`src/rtl/reg_arb.sv`:
```
// reg_arb: two-requester arbiter in front of a single-port register file.
// m0 (SPI instruction decoder) and m1 (internal update engine) each own one
// pending slot. An IDLE/ACCESS FSM grants one slot at a time, so a grant can
// start at most every second cycle.
// Optional feature macro: REG_ARB_FIXED_PRIO_EN. When it is defined, m0 always
// wins a tie. When it is undefined, ties are broken round-robin.
//
// Handshake: mX_read/mX_write are single-cycle pulses with no backpressure.
// A request into a free slot is always accepted. A request into a busy slot is
// dropped (mX_drop pulses next cycle), unless that slot is completing in this
// ACCESS cycle. read/write are single-cycle strobes, and data_read is sampled
// in the strobe cycle. mX_ack pulses the cycle after the strobe.
module reg_arb #(
  parameter int ADDR_W = 6,
  parameter int DATA_W = 8
) (
  input  logic              clk,
  input  logic              rst_n,
  input  logic              m0_read,
  input  logic              m0_write,
  input  logic [ADDR_W-1:0] m0_addr,
  input  logic [DATA_W-1:0] m0_wdata,
  output logic [DATA_W-1:0] m0_rdata,
  output logic              m0_ack,
  output logic              m0_drop,
  input  logic              m1_read,
  input  logic              m1_write,
  input  logic [ADDR_W-1:0] m1_addr,
  input  logic [DATA_W-1:0] m1_wdata,
  output logic [DATA_W-1:0] m1_rdata,
  output logic              m1_ack,
  output logic              m1_drop,
  output logic              read,
  output logic              write,
  output logic [ADDR_W-1:0] addr,
  output logic [DATA_W-1:0] data_write,
  input  logic [DATA_W-1:0] data_read,
  output logic              busy,
  output logic              dbg_state
);

  typedef enum logic {
    IDLE   = 1'b0,
    ACCESS = 1'b1
  } state_t;

  state_t r_state;
  state_t w_next;

  // Pending slots, indexed by requester
  logic [1:0]        r_pend;
  logic [1:0]        r_rw;      // 1 = write
  logic [ADDR_W-1:0] r_saddr  [2];
  logic [DATA_W-1:0] r_swdata [2];

  // Grant bookkeeping and register-file side
  logic              r_grant;   // requester owning the current access
  logic              r_last;    // requester granted most recently
  logic              r_read;
  logic              r_write;
  logic [ADDR_W-1:0] r_addr;
  logic [DATA_W-1:0] r_wdata;
  logic [DATA_W-1:0] r_rdata0;
  logic [DATA_W-1:0] r_rdata1;
  logic [1:0]        r_ack;
  logic [1:0]        r_drop;

  logic              w_start;
  logic              w_done;
  logic              w_sel;
  logic [1:0]        w_req;
  logic [1:0]        w_req_wr;
  logic [ADDR_W-1:0] w_req_addr  [2];
  logic [DATA_W-1:0] w_req_wdata [2];
  logic [1:0]        w_done_vec;
  logic [1:0]        w_accept;
  logic [1:0]        w_drop;

  // Gather the two request ports into vectors so the slot logic is uniform
  always_comb begin
    w_req          = {m1_read | m1_write, m0_read | m0_write};
    w_req_wr       = {m1_write, m0_write};
    w_req_addr[0]  = m0_addr;
    w_req_addr[1]  = m1_addr;
    w_req_wdata[0] = m0_wdata;
    w_req_wdata[1] = m1_wdata;
  end

  // FSM state register
  always_ff @(posedge clk or negedge rst_n) begin
    if (!rst_n) r_state <= IDLE;
    else        r_state <= w_next;
  end

  // Next state, grant start/finish and winner selection
  always_comb begin
    w_next  = r_state;
    w_start = 1'b0;
    w_done  = 1'b0;
    w_sel   = 1'b0;
`ifdef REG_ARB_FIXED_PRIO_EN
    w_sel = r_pend[0] ? 1'b0 : 1'b1;
`else
    if (r_pend[0] && r_pend[1]) w_sel = ~r_last;
    else                        w_sel = r_pend[0] ? 1'b0 : 1'b1;
`endif
    case (r_state)
      IDLE: begin
        if (|r_pend) begin
          w_next  = ACCESS;
          w_start = 1'b1;
        end
      end
      ACCESS: begin
        w_next = IDLE;
        w_done = 1'b1;
      end
      default: w_next = IDLE;
    endcase
  end

  // A slot finishing in this ACCESS cycle may be reloaded by a new request
  always_comb begin
    w_done_vec = {w_done & r_grant, w_done & ~r_grant};
    w_accept   = w_req & (~r_pend | w_done_vec);
    w_drop     = w_req & ~w_accept;
  end

  // Pending slot load / clear; write wins when both strobes arrive together
  always_ff @(posedge clk or negedge rst_n) begin
    if (!rst_n) begin
      r_pend <= '0;
      r_rw   <= '0;
      for (int i = 0; i < 2; i++) begin
        r_saddr[i]  <= '0;
        r_swdata[i] <= '0;
      end
    end else begin
      for (int i = 0; i < 2; i++) begin
        if (w_accept[i]) begin
          r_pend[i]   <= 1'b1;
          r_rw[i]     <= w_req_wr[i];
          r_saddr[i]  <= w_req_addr[i];
          r_swdata[i] <= w_req_wdata[i];
        end else if (w_done_vec[i]) begin
          r_pend[i] <= 1'b0;
        end
      end
    end
  end

  // Grant launch, strobe generation, read capture and ack/drop pulses
  always_ff @(posedge clk or negedge rst_n) begin
    if (!rst_n) begin
      r_grant  <= 1'b0;
      r_last   <= 1'b1;
      r_read   <= 1'b0;
      r_write  <= 1'b0;
      r_addr   <= '0;
      r_wdata  <= '0;
      r_rdata0 <= '0;
      r_rdata1 <= '0;
      r_ack    <= '0;
      r_drop   <= '0;
    end else begin
      r_ack  <= w_done_vec;
      r_drop <= w_drop;
      if (w_start) begin
        r_grant <= w_sel;
        r_last  <= w_sel;
        r_addr  <= r_saddr[w_sel];
        r_wdata <= r_swdata[w_sel];
        r_read  <= ~r_rw[w_sel];
        r_write <= r_rw[w_sel];
      end else if (w_done) begin
        r_read  <= 1'b0;
        r_write <= 1'b0;
        if (r_read) begin
          if (r_grant) r_rdata1 <= data_read;
          else         r_rdata0 <= data_read;
        end
      end
    end
  end

  assign read       = r_read;
  assign write      = r_write;
  assign addr       = r_addr;
  assign data_write = r_wdata;
  assign m0_rdata   = r_rdata0;
  assign m1_rdata   = r_rdata1;
  assign m0_ack     = r_ack[0];
  assign m1_ack     = r_ack[1];
  assign m0_drop    = r_drop[0];
  assign m1_drop    = r_drop[1];
  assign busy       = (r_state != IDLE) | (|r_pend);
  assign dbg_state  = r_state;

endmodule

```
`config.mk`:
```
export PLATFORM = sky130hd
export DESIGN_NAME = reg_arb
export DESIGN_NICKNAME = d
export VERILOG_FILES = /design/src/rtl/reg_arb.sv
export SDC_FILE = /design/constraint.sdc
export NUM_CORES = 1
export LEC_CHECK = 0
export CORE_UTILIZATION = 51
export CTS_CLUSTER_SIZE = 20
export DETAILED_ROUTE_END_ITERATION = 8
export PLACE_DENSITY = 0.92
export SETUP_SLACK_MARGIN = 0.05
export SYNTH_ARGS = -nofsm -noshare
export SYNTH_HDL_FRONTEND = slang
export SYNTH_SLANG_ARGS = --single-unit
```
`constraint.sdc`:
```
create_clock -name clk -period 3.2 [get_ports clk]
set_input_delay 0.32 -clock clk [delete_from_list [all_inputs] [get_ports clk]]
set_output_delay 0.32 -clock clk [all_outputs]
set_load 0.01 [all_outputs]
```
======== Word level (Yosys, flattened, before mapping) ========
Index checks and enable logic that the tools add are counted.
operators by class
  bitwise operators ....................... 16
  $lt $le $gt $ge ......................... 2
  multiplexer cells ....................... 21
  reductions and logical operators ........ 7
operator list
  kind                                                        count
  two-way mux 8 bit                                           3
  two-way mux 6 bit                                           3
  two-way mux 1 bit                                           14
  AND reduction 4 bit                                         2
  nonzero test 2 bit                                          3
  NOT 1 bit                                                   5
  bitwise AND 2 bit                                           2
  NOT 2 bit                                                   2
  OR 1 bit                                                    3
  bitwise AND 1 bit                                           2
  >= comparator 2 bit, second input constant                  1
  less-than comparator 1 x 2 -> 1 bit, second input constant  1
  NOT 1 -> 2 bit                                              1
  OR 2 bit                                                    1
  case mux 1 bit (2 select lines)                             1
  OR reduction 2 bit                                          1
  logical AND 1 bit                                           1
word-level totals
  logic and storage cells ................. 65
  flip-flop bits (word level) ............. 71
  output and inout bits ................... 38
  input port bits ......................... 42

======== Depth between registers and ports, before layout ========
  depth in word-level cells ............... 6
  mapped depth ............................ 5
  mapped depth without buffers ............ 4

======== Worst setup path before layout ========
Ideal clock, no wire load.
  kind .................................... flip-flop to flip-flop
  start ................................... reg r_grant
  end ..................................... reg r_saddr[10] in the netlist's numbering
  library setup time ...................... 0.125 ns
  stages on the path, launching flop included .. 5
  period minus slack after synthesis ...... 1.467 ns
  path buffers ............................ 1
  arrival ................................. 1.343 ns
  setup slack ............................. 1.733 ns
  data required time ...................... 3.075 ns
  path through ............................ dfrtp_1 -> nand2b_1 -> a21oi_2 -> buf_4 -> mux2_2
between the ends
  cells in the longest elaborated chain, start to end .. 4
ends and longest elaborated chain
  what                            RTL line  text
  start: declaration              57        logic r_grant;
  start signal: assignment        169       r_grant <= w_sel;
  NOT 1 bit (no line)             -
  bitwise AND 1 bit               124       w_done_vec = {w_done & r_grant, w_done & ~r_grant};
  OR 2 bit                        125       w_accept = w_req & (~r_pend | w_done_vec);
  bitwise AND 2 bit               125
  end signal: indexed assignment  143       r_saddr[i] <= w_req_addr[i];
  end: declaration                53        logic [ADDR_W-1:0] r_saddr [2];
Every way passes these cells.
A chain may end at the register's enable or synchronous reset.

======== Worst setup path in the final report ========
  start ................................... reg r_pend[0]
  end ..................................... out busy
between the ends
  cells in the longest elaborated chain, start to end .. 2
ends and longest elaborated chain
  what                              RTL line  text
  start: declaration                51        logic [1:0] r_pend;
  start signal: assignment          132       r_pend <= '0;
  start signal: indexed assignment  141       r_pend[i] <= 1'b1;
  start signal: indexed assignment  146       r_pend[i] <= 1'b0;
  OR reduction 2 bit                196       assign busy = (r_state != IDLE) | (|r_pend);
  OR 1 bit                          196
  end: declaration                  38        output logic busy,
Every way passes these cells.

==> flow_summary.ini <==
[clock_tree]
clkTransAtPathRegs_ps = 80
root_buffer = clkbuf_8
hold_buffers = 0
cts_setup_buffers = 0
clk_latency_ps = 350
cts_tree = yes
clock_path_buffers = 2
clock-sinks = 71
numCtsBuffers = 9
cts_max_level = 3
cts_resized = 0

[floorplanning]
core_area_um2 = 5470
die_w_um = 77.3
rows = 27
pin_count = 80
start_util = 0.528
dieHeight_um = 77.3
die_area_um2 = 5970

[grt]
grt_start_max_net_pins = 40
grt-busiest-layer = met2
grt_pass1_wl_mm = 10.5
global_route.usage.met3 = 0.0952
grt_util_met1 = 0.302
grt_antenna_before_repair = 0
grtUsageTotal = 0.241
grt_util_met2 = 0.377
grt_pass1_vias = 2130
overflow = 0

[finish]
num_antenna_cells = 0
multi_input_area_um2 = 1020
syn2layout_area_growth_pct = 35.3
seq_area_um2 = 1780
fillers = 362
drive_above_1_share = 0.224
nets = 341

[logic_synthesis]
synth_fp_nets = 262
synth.avg_cell_area_um2 = 13.1
yosysSeqAreaShare = 0.615
netlist_area_um2 = 2890
yosysWarnings = 0
synthCells = 220
ys_seq_elements = 71
ys_types = 29

[timing]
final_max_slew_viol_count = 0
tightestPinTransition_ps = 846
holdWs_ps = 8.32
rsz0062_at_grt = false
period_share = 0.778
slew_headroom = 0.436
finalClockSkew_ps = 9.12
max_freq_mhz = 402
setup_tns_ps = 0
hold_viol = 0
setup_viol = 0
min_period_ps = 2490

[critical_path]
critPathMaxFanout = 22
crit_cells = 3
critPathKind = flop to output pin
cpPeakStageDelay_ps = 640
cp-start-kind = flop
path_buf_inv = 2
endpoint_kind = output pin
path_cells = nor3_1 -> inv_1 -> clkdlybuf4s50_1
slowest_stage = dfrtp_1
crit_family = buffers and inverters
worstPathArrival_ps = 2170
critPathRequiredTime_ps = 2880
reg2regPathDepth = 3

[routing]
route.detailed.wl_per_inst_um = 17.2
drtIter0Drc = 167
viasPerCell = 5.54
drc = 0
ant_nets = 0
wirelength_mm = 6.46
dr.pass1.iters = 4
num_vias = 2084

[pwr]
vdd_drop_max_mv = 0.485
p_leak_uw = 0.00165
power.density_nw_per_um2 = 1060

[min_path]
min_path_type = primary input to asynchronous set/reset pin

[place]
hpwl_mm = 4.35
io_buffers = 79
place.gp.congestion = 0.747

[outcome]
outcome = completed

[flow_run]
maxCapViolCount = 0
==> state kept, by name, indices dropped and copies added, names as in the netlist <==
register,cells
read,1
r_drop,2
data_write,8
r_saddr,12
addr,6
r_pend,2
r_rw,2
r_swdata,16
r_grant,1
r_ack,2
r_last,1
m1_rdata,8
write,1
dbg_state,1
m0_rdata,8
==> layout by cell type, fill, tap and decap left out <==
cell type,synthesis,final
clkinv_2,0,4
nor2_1,20,20
buf_2,4,1
buf_4,1,2
mux2_2,34,34
clkinvlp_4,0,1
o211ai_1,1,1
a21oi_2,1,1
and2_1,2,2
nand2_1,8,8
a31oi_1,16,16
o21ai_0,16,16
or2b_1,1,1
nand3_1,14,14
mux2_4,10,10
a22o_1,2,2
bufinv_16,0,2
inv_1,3,3
a32oi_1,1,1
dfrtp_1,70,70
dfstp_2,1,1
nand2b_1,1,1
nor3_1,1,1
clkdlybuf4s50_1,0,78
o21ba_2,1,1
clkbuf_8,0,9
a21bo_4,1,1
a32o_1,1,1
nor2b_1,1,1
nor2b_4,1,1
==> Yosys cell counts <==
cell | number | share of area
nand2_1 | 8 | 0.010
and2_1 | 2 | 0.0043
or2b_1 | 1 | 0.0026
inv_1 | 3 | 0.0039
o21ba_2 | 1 | 0.0035
nor2_1 | 20 | 0.026
o211ai_1 | 1 | 0.0026
buf_4 | 1 | 0.0026
a22o_1 | 2 | 0.0061
clkbuf_1 | 3 | 0.0039
nand2b_1 | 1 | 0.0022
nor2b_1 | 1 | 0.0022
buf_1 | 3 | 0.0039
dfrtp_1 | 70 | 0.61
nand3_1 | 14 | 0.024
mux2_2 | 34 | 0.13
nor3_1 | 1 | 0.0017
a32oi_1 | 1 | 0.0030
dfstp_2 | 1 | 0.0091
nor2b_4 | 1 | 0.0048
a21oi_2 | 1 | 0.0030
buf_2 | 4 | 0.0069
a31oi_1 | 16 | 0.035
o21ai_0 | 16 | 0.028
a32o_1 | 1 | 0.0035
mux2_4 | 10 | 0.052
buf_6 | 1 | 0.0039
buf_12 | 1 | 0.0069
a21bo_4 | 1 | 0.0056
==> cell type report <==
class / instances / area share
Clock inverter: 7 / 0.0224
Sequential cell: 71 / 0.455
Multi-Input combinational cell: 133 / 0.260
Inverter: 3 / 0.00288
Tap cell: 72 / 0.0230
Clock buffer: 9 / 0.0317
Timing Repair Buffer: 81 / 0.205
==> layer usage <==
| metal | up-vias | wire (um) |
|---|---|---|
| met1 | 1053 | 2690 |
| li1 | 932 | - |
| met4 | 0 | 91 |
| met2 | 91 | 3210 |
| met5 | - | 0 |
| met3 | 8 | 457 |
==> report_power, final <==
group,internal (uW),switching (uW)
clock,433,333
sequential,1350,268
combinational,1010,747
total,2790,1350
==> final timing paths <==
| kind | from | end | slack, ps |
|---|---|---|---|
| max | r_pend[0] | busy | 710 |
| min | rst_n | r_swdata[6] | 8 |
| max reg2reg | r_pend[0] | read | 1190 |
| min reg2reg | m0_rdata[2] | m0_rdata[2] | 510 |
| max in group asynchronous | rst_n | r_swdata[2] | 2230 |
| min in group clk | m0_rdata[2] | m0_rdata[2] | 510 |
==> through the flow <==
step           worst slack [ps]  cells  total power (uW)   util  instance area, um^2
2_1_floorplan              1730    220              2660      -                 2890
3_3_place_gp               1230    360              3280  0.676                 3700
3_5_place_dp               1110    360              3370  0.676                 3700
4_1_cts                     730    376              4170  0.714                 3910
5_1_grt                     633    376              4370  0.714                 3910
6_report                    711    376              4140  0.714                 3910
==> logic make-up (layout without fill, tap and decap cells) <==
| kind of cell | after synthesis | after routing | share of synthesized area |
|---|---|---|---|
| compound gates | 40 | 40 | 0.0897 |
| flops | 71 | 71 | 0.615 |
| mux | 44 | 44 | 0.184 |
| buf+inv | 16 | 100 | 0.0320 |
| simple gates | 49 | 49 | 0.0784 |
(Power assumes the default switching activity.)
